### src/rtl/usb_reg_pkg.sv
// Shared definitions for the USB external-bus to register-bus bridge:
// transaction FSM state encoding and the synchroniser depth floor.
package usb_reg_pkg;

  // Transaction FSM states with fixed encodings.
  typedef enum logic [2:0] {
    ST_IDLE  = 3'd0,
    ST_ADDR  = 3'd1,
    ST_BURST = 3'd2,
    ST_READ  = 3'd3,
    ST_WRITE = 3'd4,
    ST_ERR   = 3'd5
  } state_t;

  // Fewer than two flops does not give a metastability margin.
  localparam int SYNC_STAGES_MIN = 2;

endpackage

### src/rtl/usb_reg_sync.sv
// N-stage flop chain with a configurable reset value. It serves two purposes.
// On the asynchronous control strobes it is a synchroniser. On the address and
// data buses it is a delay line that keeps them aligned with the synchronised
// strobes.
module usb_reg_sync #(
  parameter int              WIDTH     = 1,
  parameter int              STAGES    = 2,
  parameter logic [WIDTH-1:0] RESET_VAL = '0
) (
  input  logic             clk,
  input  logic             reset_n,
  input  logic [WIDTH-1:0] d,
  output logic [WIDTH-1:0] q
);

  for (genvar gi = 0; gi < STAGES; gi++) begin : g_stage
    logic [WIDTH-1:0] q_reg;
    if (gi == 0) begin : g_first
      // First stage samples the raw input.
      always_ff @(posedge clk or negedge reset_n) begin
        if (!reset_n) q_reg <= RESET_VAL;
        else          q_reg <= d;
      end
    end else begin : g_next
      // Later stages shift the previous stage along.
      always_ff @(posedge clk or negedge reset_n) begin
        if (!reset_n) q_reg <= RESET_VAL;
        else          q_reg <= g_stage[gi-1].q_reg;
      end
    end
  end

  assign q = g_stage[STAGES-1].q_reg;

endmodule

### src/rtl/usb_reg_bridge.sv
// Bridge from the SAM3U external bus (ALEn/RDn/WRn/CEn) to the internal
// register bus. All strobes are synchronised. The address and write-data
// buses are delayed by the same depth. A transaction FSM issues one-cycle
// reg_read and reg_write strobes and tracks the byte index within a burst.
// Optional build macro: USB_REG_ERRCNT_EN adds the saturating err_count output.
module usb_reg_bridge
  import usb_reg_pkg::*;
#(
  parameter int pADDR_WIDTH   = 8,
  parameter int pBYTECNT_SIZE = 7,
  parameter int pSYNC_STAGES  = 2,
  parameter int pOE_HOLD      = 1
) (
  input  logic                     cwusb_clk,
  input  logic                     reset_n,
  input  logic [7:0]               cwusb_din,
  output logic [7:0]               cwusb_dout,
  output logic                     cwusb_isout,
  input  logic [pADDR_WIDTH-1:0]   cwusb_addr,
  input  logic                     cwusb_rdn,
  input  logic                     cwusb_wrn,
  input  logic                     cwusb_alen,
  input  logic                     cwusb_cen,
  output logic [pADDR_WIDTH-1:0]   reg_address,
  output logic [pBYTECNT_SIZE-1:0] reg_bytecnt,
  output logic [7:0]               reg_datao,
  input  logic [7:0]               reg_datai,
  output logic                     reg_read,
  output logic                     reg_write,
  output logic                     reg_addrvalid
`ifdef USB_REG_ERRCNT_EN
  ,
  output logic [7:0]               err_count
`endif
);

  localparam int SYNC_N = (pSYNC_STAGES < SYNC_STAGES_MIN) ? SYNC_STAGES_MIN : pSYNC_STAGES;
  localparam int OE_W   = (pOE_HOLD > 1) ? $clog2(pOE_HOLD) : 1;

  // The strobes are ordered {cen, alen, wrn, rdn}. They reset to 1, which is inactive.
  logic [3:0]             ctrl_raw;
  logic [3:0]             ctrl_sync;
  logic [pADDR_WIDTH-1:0] addr_dly;
  logic [7:0]             din_dly;

  assign ctrl_raw = {cwusb_cen, cwusb_alen, cwusb_wrn, cwusb_rdn};

  for (genvar gi = 0; gi < 4; gi++) begin : g_ctrl_sync
    usb_reg_sync #(.WIDTH(1), .STAGES(SYNC_N), .RESET_VAL(1'b1)) u_sync (
      .clk(cwusb_clk), .reset_n(reset_n), .d(ctrl_raw[gi]), .q(ctrl_sync[gi])
    );
  end

  usb_reg_sync #(.WIDTH(pADDR_WIDTH), .STAGES(SYNC_N), .RESET_VAL('0)) u_addr_dly (
    .clk(cwusb_clk), .reset_n(reset_n), .d(cwusb_addr), .q(addr_dly)
  );

  usb_reg_sync #(.WIDTH(8), .STAGES(SYNC_N), .RESET_VAL('0)) u_din_dly (
    .clk(cwusb_clk), .reset_n(reset_n), .d(cwusb_din), .q(din_dly)
  );

  logic s_alen, s_rd, s_wr, s_rd_q, s_wr_q, rd_rise, wr_rise;
  assign s_alen  = ctrl_sync[2];
  assign s_rd    = ~ctrl_sync[0] & ~ctrl_sync[3];
  assign s_wr    = ~ctrl_sync[1] & ~ctrl_sync[3];
  assign rd_rise = s_rd & ~s_rd_q;
  assign wr_rise = s_wr & ~s_wr_q;

  state_t                   state_reg, state_next;
  logic [pADDR_WIDTH-1:0]   address_reg, address_next;
  logic [pBYTECNT_SIZE-1:0] bytecnt_reg, bytecnt_next;
  logic [7:0]               datao_reg, datao_next, dout_reg, dout_next;
  logic                     isout_reg, isout_next, read_reg, read_next;
  logic                     write_reg, write_next, addrvalid_reg, addrvalid_next;
  logic [OE_W-1:0]          oe_cnt_reg, oe_cnt_next;

  // State, edge-detect history and all registered outputs.
  always_ff @(posedge cwusb_clk or negedge reset_n) begin
    if (!reset_n) begin
      state_reg     <= ST_IDLE;
      s_rd_q        <= 1'b0;
      s_wr_q        <= 1'b0;
      address_reg   <= '0;
      bytecnt_reg   <= '0;
      datao_reg     <= '0;
      dout_reg      <= '0;
      isout_reg     <= 1'b0;
      read_reg      <= 1'b0;
      write_reg     <= 1'b0;
      addrvalid_reg <= 1'b0;
      oe_cnt_reg    <= '0;
    end else begin
      state_reg     <= state_next;
      s_rd_q        <= s_rd;
      s_wr_q        <= s_wr;
      address_reg   <= address_next;
      bytecnt_reg   <= bytecnt_next;
      datao_reg     <= datao_next;
      dout_reg      <= dout_next;
      isout_reg     <= isout_next;
      read_reg      <= read_next;
      write_reg     <= write_next;
      addrvalid_reg <= addrvalid_next;
      oe_cnt_reg    <= oe_cnt_next;
    end
  end

  // Next-state and output decode. ALEn low overrides everything else, and
  // simultaneous read and write strobes force the error state.
  always_comb begin
    state_next     = state_reg;
    address_next   = address_reg;
    bytecnt_next   = bytecnt_reg;
    datao_next     = datao_reg;
    dout_next      = dout_reg;
    isout_next     = isout_reg;
    read_next      = 1'b0;
    write_next     = 1'b0;
    addrvalid_next = addrvalid_reg;
    oe_cnt_next    = oe_cnt_reg;

    // Read data is captured in the cycle that follows the read strobe.
    if (read_reg) dout_next = reg_datai;
    // A write advances the byte index in the cycle after its strobe.
    if (write_reg) bytecnt_next = bytecnt_reg + pBYTECNT_SIZE'(1);
    // Once a read has ended, the output enable is kept for the hold count.
    if (isout_reg && state_reg != ST_READ) begin
      if (oe_cnt_reg != '0) oe_cnt_next = oe_cnt_reg - OE_W'(1);
      else                  isout_next  = 1'b0;
    end

    if (!s_alen) begin
      state_next     = ST_ADDR;
      address_next   = addr_dly;
      bytecnt_next   = '0;
      addrvalid_next = 1'b0;
      isout_next     = 1'b0;
      oe_cnt_next    = '0;
    end else begin
      case (state_reg)
        ST_IDLE: state_next = ST_IDLE;
        ST_ADDR: begin
          address_next = addr_dly;
          bytecnt_next = '0;
          state_next   = ST_BURST;
        end
        ST_BURST: begin
          addrvalid_next = 1'b1;
          if (s_rd && s_wr) begin
            state_next  = ST_ERR;
            isout_next  = 1'b0;
            oe_cnt_next = '0;
          end else if (rd_rise) begin
            state_next  = ST_READ;
            read_next   = 1'b1;
            isout_next  = 1'b1;
            oe_cnt_next = '0;
          end else if (wr_rise) begin
            state_next = ST_WRITE;
            datao_next = din_dly;
          end
        end
        ST_READ: begin
          if (s_rd && s_wr) begin
            state_next  = ST_ERR;
            isout_next  = 1'b0;
            oe_cnt_next = '0;
          end else if (!s_rd) begin
            state_next   = ST_BURST;
            bytecnt_next = bytecnt_reg + pBYTECNT_SIZE'(1);
            if (pOE_HOLD > 0) begin
              isout_next  = 1'b1;
              oe_cnt_next = OE_W'(pOE_HOLD - 1);
            end else begin
              isout_next  = 1'b0;
            end
          end
        end
        ST_WRITE: begin
          if (s_rd && s_wr) begin
            state_next  = ST_ERR;
            isout_next  = 1'b0;
            oe_cnt_next = '0;
          end else if (s_wr) begin
            datao_next = din_dly;
          end else begin
            state_next = ST_BURST;
            write_next = 1'b1;
          end
        end
        ST_ERR: begin
          isout_next  = 1'b0;
          oe_cnt_next = '0;
          if (!s_rd && !s_wr) state_next = ST_BURST;
        end
        default: state_next = ST_IDLE;
      endcase
    end
  end

`ifdef USB_REG_ERRCNT_EN
  logic [7:0] errcnt_reg;
  logic       err_inc;
  assign err_inc = ((state_reg == ST_IDLE || state_reg == ST_ADDR) && (rd_rise || wr_rise))
                || (state_next == ST_ERR && state_reg != ST_ERR);

  // Saturating count of error entries and of strobes issued with no valid address.
  always_ff @(posedge cwusb_clk or negedge reset_n) begin
    if (!reset_n)                           errcnt_reg <= '0;
    else if (err_inc && errcnt_reg != 8'hFF) errcnt_reg <= errcnt_reg + 8'd1;
  end
  assign err_count = errcnt_reg;
`endif

  assign cwusb_dout    = dout_reg;
  assign cwusb_isout   = isout_reg;
  assign reg_address   = address_reg;
  assign reg_bytecnt   = bytecnt_reg;
  assign reg_datao     = datao_reg;
  assign reg_read      = read_reg;
  assign reg_write     = write_reg;
  assign reg_addrvalid = addrvalid_reg;

endmodule

### config.mk
export PLATFORM = sky130hd
export DESIGN_NAME = usb_reg_bridge
export DESIGN_NICKNAME = d
export VERILOG_FILES = /design/src/rtl/usb_reg_pkg.sv /design/src/rtl/usb_reg_sync.sv /design/src/rtl/usb_reg_bridge.sv
export SDC_FILE = /design/constraint.sdc
export NUM_CORES = 1
export LEC_CHECK = 0
export CAP_MARGIN = 20
export CORE_UTILIZATION = 30
export CTS_CLUSTER_SIZE = 8
export DETAILED_ROUTE_END_ITERATION = 12
export HOLD_SLACK_MARGIN = 0.1
export PLACE_DENSITY = 0.59
export SYNTH_ARGS = -nofsm -noshare
export SYNTH_HDL_FRONTEND = slang
export SYNTH_SLANG_ARGS = --single-unit
### constraint.sdc
create_clock -name cwusb_clk -period 1.7 [get_ports cwusb_clk]
set_input_delay 0.34 -clock cwusb_clk [delete_from_list [all_inputs] [get_ports cwusb_clk]]
set_output_delay 0.34 -clock cwusb_clk [all_outputs]
set_load 0.005 [all_outputs]
### Word level (Yosys, flattened, before mapping)

Cells that the tools add are included.
W data, S select, Z words.

| cells by class | value |
|---|---|
| add/subtract/negate cells | 2 |
| equal/unequal tests | 17 |
| muxes and demuxes | 51 |
| bitwise gates (word level) | 9 |
| reductions and logical operators | 8 |

Operator list:

| cell | count |
|---|---|
| $mux W8 | 7 |
| $mux W7 | 4 |
| $mux W3 | 9 |
| $mux W1 | 26 |
| $pmux W8 S2 | 1 |
| $pmux W3 S5 | 1 |
| $ne A2 B2 Y1 const B | 7 |
| $pmux W7 S2 | 1 |
| $ne A4 B4 Y1 const B | 2 |
| $pmux W1 S4 | 2 |
| $add A7 B1 Y7 const B | 1 |
| $reduce_and A7 Y1 | 1 |
| $eq A3 B2 Y1 const B | 2 |
| $eq A3 B3 Y1 const B | 2 |
| $ne A5 B5 Y1 const B | 1 |
| $not A1 Y1 | 5 |
| $and A1 B1 Y1 | 4 |
| $reduce_and A4 Y1 | 1 |
| $eq A3 B1 Y1 const B | 1 |
| $logic_and A1 B1 Y1 | 3 |
| $ne A3 B2 Y1 const B | 1 |
| $ne A3 B3 Y1 const B | 1 |
| $logic_not A1 Y1 | 2 |
| $reduce_bool A2 Y1 | 1 |
| $sub A1 B1 Y1 const B | 1 |

| word-level totals | value |
|---|---|
| register bits after elaboration | 81 |
| output and inout port bits | 35 |
| logic and storage cells | 111 |

### Longest topological paths before layout

| depth | value |
|---|---|
| depth in word-level cells | 8 |
| gate-level depth with buffers | 7 |
| mapped depth without buffers | 5 |

### Modules after synthesis

From an unflattened synthesis, not the netlist that was laid out.

| second synthesis, totals | value |
|---|---|
| cell total of the unflattened synthesis | 197 |
| area total of the unflattened synthesis | 2901.5 um^2 |

Modules (own cells, without submodules):

| module | times used | cells each | area an instance (um^2) | sequential area each (um^2) |
|---|---|---|---|---|
| usb_reg_bridge | 1 | 157 | 1890.6 | 1026.0 |
| usb_reg_sync (u_addr_dly ...) | 2 | 16 | 400.4 | 400.4 |
| usb_reg_sync (g_ctrl_sync[0].u_sync ...) | 4 | 2 | 52.6 | 52.6 |

### Worst setup path after synthesis

No wires, ideal clock.

| timing | value |
|---|---|
| kind | register to register |
| start | register g_ctrl_sync[3].u_sync.g_stage[1].q_reg |
| end | register datao_reg[0], in the netlist reg_datao[0] |
| setup time | 0.125 ns |
| data arrival time | 1.762 ns |
| path slack | -0.187 ns |
| stages on the path, launching flop included | 6 |
| period minus slack after synthesis | 1.887 ns |
| path through | dfstp_2 -> or2_1 -> buf_4 -> o21ai_1 -> a2111oi_4 -> mux2_2 |

| between the ends | value |
|---|---|
| word-level cells in the longest chain between the ends | 5 |
| elaborated cells on any way between the ends | 12 |
| those cells by class | 5 x eq/ne; 5 x bitwise; 2 x reduce/logical |

RTL lines:

| what | line | source |
|---|---|---|
| from (decl) | usb_reg_sync.sv:17 | `logic [WIDTH-1:0] q_reg;` |
| from (signal assigned) | usb_reg_sync.sv:28 | `else q_reg <= g_stage[gi-1].q_reg;` |
| $not A1 Y1 * | usb_reg_bridge.sv:64, usb_reg_bridge.sv:65 |  |
| $and A1 B1 Y1 (on tied branches) | usb_reg_bridge.sv:65, usb_reg_bridge.sv:64 |  |
| $and A1 B1 Y1 (tied with other cells) | usb_reg_bridge.sv:67 | `assign wr_rise = s_wr & ~s_wr_q;` |
| $ne A2 B2 Y1 (no line) | n/a |  |
| $reduce_and A7 Y1 (no line) * | n/a |  |
| to (signal assigned) | usb_reg_bridge.sv:98 | `datao_reg <= datao_next;` |
| to (decl) | usb_reg_bridge.sv:72 | `logic [7:0] datao_reg, datao_next, dout_reg, dout_next;` |

Every way passes the cells marked *; elsewhere a longest branch is shown, timed or not.
A chain may end at the register's enable or synchronous reset.

### Worst setup path in the final report

| timing | value |
|---|---|
| start | register state_reg[2] |
| end | register datao_reg[3], in the netlist reg_datao[3] |

| between the ends | value |
|---|---|
| word-level cells in the longest chain between the ends | 3 |
| elaborated cells on any way between the ends | 10 |
| those cells by class | 7 x eq/ne; 1 x mux; 2 x reduce/logical |

RTL lines:

| what | line | source |
|---|---|---|
| from (decl) | usb_reg_bridge.sv:69 | `state_t state_reg, state_next;` |
| from (signal assigned) | usb_reg_bridge.sv:93 | `state_reg <= state_next;` |
| $eq A3 B2 Y1 / $eq A3 B3 Y1 (equally long branches) | usb_reg_bridge.sv:140 | `case (state_reg)` |
| $ne A2 B2 Y1 (no line) / $reduce_bool A2 Y1 (equally long branches) | n/a |  |
| $reduce_and A7 Y1 (no line) | n/a |  |

Parallel ways exist; a longest one is shown, timed or not.

==> results.ini <==
[global_route]
grt_antenna_before_repair=0
grt_pass1_vias=1921
grt_usage_pct=12.05
grt-ovfl-total=0
grt_pass1_wl_um=9280
grt_max_degree=35

[floorplanning]
num_io_pins=65
core_um2=9328
num_rows=35
die_y_um=100.7
dieArea_um2=10150
dieWidth_um=100.7
start_util_pct=31.36

[drt]
drt_iter0_drc=88
ant_nets=0
via_per_inst=4.479
vias=1944
first_pass_iters=4
routed_wl_um=5574
drc=0
routedWlPerCell_um=12.84

[sta]
slew_viol_final=0
fin_crit_ns=1.755
clock.fmax_ghz=0.5699
post-route-worst-setup-slack_ns=-0.05466
worst_slew_pin_slew_ns=0.3902
timing.clock.skew_ns=0.008181
tns_ns=-0.4347
fin_hold_ws_ns=0.3463
rsz0062_at_grt=yes
slew_headroom_pct=73.79
finalSetupViolations=12
timing.final.crit_share_pct=103.2
final-hold-violation-count=0

[synth]
avgSynthCellArea_um2=14.55
synth_fp_nets=232
ys.flop_type=dfrtp_1
yosysTopAreaCellShare_pct=62.45
synthCells=201
ys_ff_latch=81
synth-xor-area-share_pct=0.2994
synth-edff-count=0
synth_compound_gate_area_share_pct=9.025
synthMuxAreaShare_pct=10.35
ys_async_sr_fraction_pct=100.0
syn_area_um2=2925
yosysUniqueCellTypes=45
synth-warning-count=0
synth-simple-area-share_pct=7.314
synthTopCellsByArea=dfrtp_1 62%, mux2_2 9.2%, dfstp_2 7.2%
synth_fa_ha_area_share_pct=0.4277
yosysTopAreaCell=dfrtp_1
synth_top_family_by_area=multiplexers
ys_seq_area_share_pct=69.63

[layout]
fillers=824
final_common_cell=dfrtp_1
multiInputGateArea_um2=933.4
final_cell_mix=70 x dfrtp_1, 63 x clkdlybuf4s50_1, 27 x buf_4
antenna_cells=0
seq_area_um2=2041
drive_above_1_share_pct=34.43
nets=331
area_delta_synth_final_pct=48.03
final_cell_area_um2=4330

[clocking]
clk_pin_slew_ns=0.08
clk_path_buf_depth=2
insertion_delay_ns=0.34
cts_tree=yes
h-tree-depth=3
cts_sinks=81
cts_root_buffer=clkbuf_8
cts_buffers=9

[setup_path]
crit_required_ns=1.93
cp-end-kind=flop
critPathMaxFanout=6
worstPathArrival_ns=1.98
startpoint_type=flop
crit_type=reg2reg

[min_path]
hold_class=reg2reg

[pwr]
leakage_uw=0.001844
ir_worst_vdd_uv=462.3
p_total_uw=4847
power_per_cell_area_nw_per_um2=1119

[place]
dpl_cell_area_um2=3913
gp_congestion=0.8840
dp_hpwl_um=3885
portBuffers=64

[flow_run]
cap_violations=0

[run_status]
outcome=complete, but fails checks
violations=setup timing

## synthesized netlist by cell type (all sizes together), types with 2 or more instances
cell / count
dfrtp: 73
mux2: 24
a21oi: 9
dfstp: 8
inv: 8
nor2: 7
o21ai: 7
buf: 6
nor3: 6
nand2: 5
o31ai: 4
or4: 4
a211oi: 3
clkbuf: 3
nand2b: 3
a21o: 2
nand3: 2
nand4: 2
nor2b: 2
o221a: 2
## final timing paths
check	slack, ns	cells after the start	end	from
max	-0.05	5	reg_datao[3]	state_reg[2]
min	0.35	0	u_din_dly.q[1]	u_din_dly.g_stage[0].q_reg[1]
max reg2reg	-0.05	5	reg_datao[3]	state_reg[2]
min reg2reg	0.35	0	u_din_dly.q[1]	u_din_dly.g_stage[0].q_reg[1]
max in group asynchronous	0.74	3	g_ctrl_sync[2].u_sync.q	reset_n
min in group asynchronous	0.42	2	u_addr_dly.g_stage[0].q_reg[1]	reset_n
## routing by layer
metal  global-route usage, %  vias up  routed length [um]
met3                   4.092        8                 285
met2                   18.91       40                2770
met4                   5.017        0                  97
met5                       0        -                   0
met1                   15.26      979                2421
li1                        -      917                   -
## where the power goes
part | switching, uW | internal, uW | leakage (uW)
clock | 692 | 987 | 0.000122
sequential | 123 | 2140 | 0.000983
combinational | 290 | 611 | 0.000739
total | 1100 | 3740 | 0.00184
## critical path, stage by stage (launching register included)
cell	delay, ns
dfrtp_1	0.44
or3b_4	0.43
nor3_2	0.24
a2111oi_4	0.09
buf_6	0.16
mux2_4	0.29
## layout make-up
| class | count | area share, % |
|---|---|---|
| repair buffers | 97 | 21.24 |
| clock inverters | 6 | 2.658 |
| flip-flops and latches | 81 | 47.13 |
| clock buffers | 10 | 2.947 |
| well taps | 129 | 3.727 |
| inverters | 8 | 0.7512 |
| multi-input cells | 103 | 21.55 |
## kinds of logic after synthesis
kind of cell               after synthesis
AOI/OAI and AO/OA                       36
xor gates and xnor gates                 1
adders and majority gates                1
buffers and inverters                   17
DFF                                     81
muxes                                   26
and+or+nand+nor                         39
## repair_timing
item,CTS,global route
pin swaps,5,12
buffers inserted,3,4
setup endpoints to repair,15,18
resized for setup,17,17
hold endpoints to repair,15,0
hold buffers,1,0
## stage by stage
stage	cells	setup slack (ns)	util [%]
floorplan	201	-0.1563	-
global placement	413	-0.1314	41.95
detailed placement	413	-0.1707	41.95
CTS	432	-0.05748	45.57
global route	434	-0.1236	46.43
finish	434	-0.05466	46.43
(Power assumes the default switching activity.)
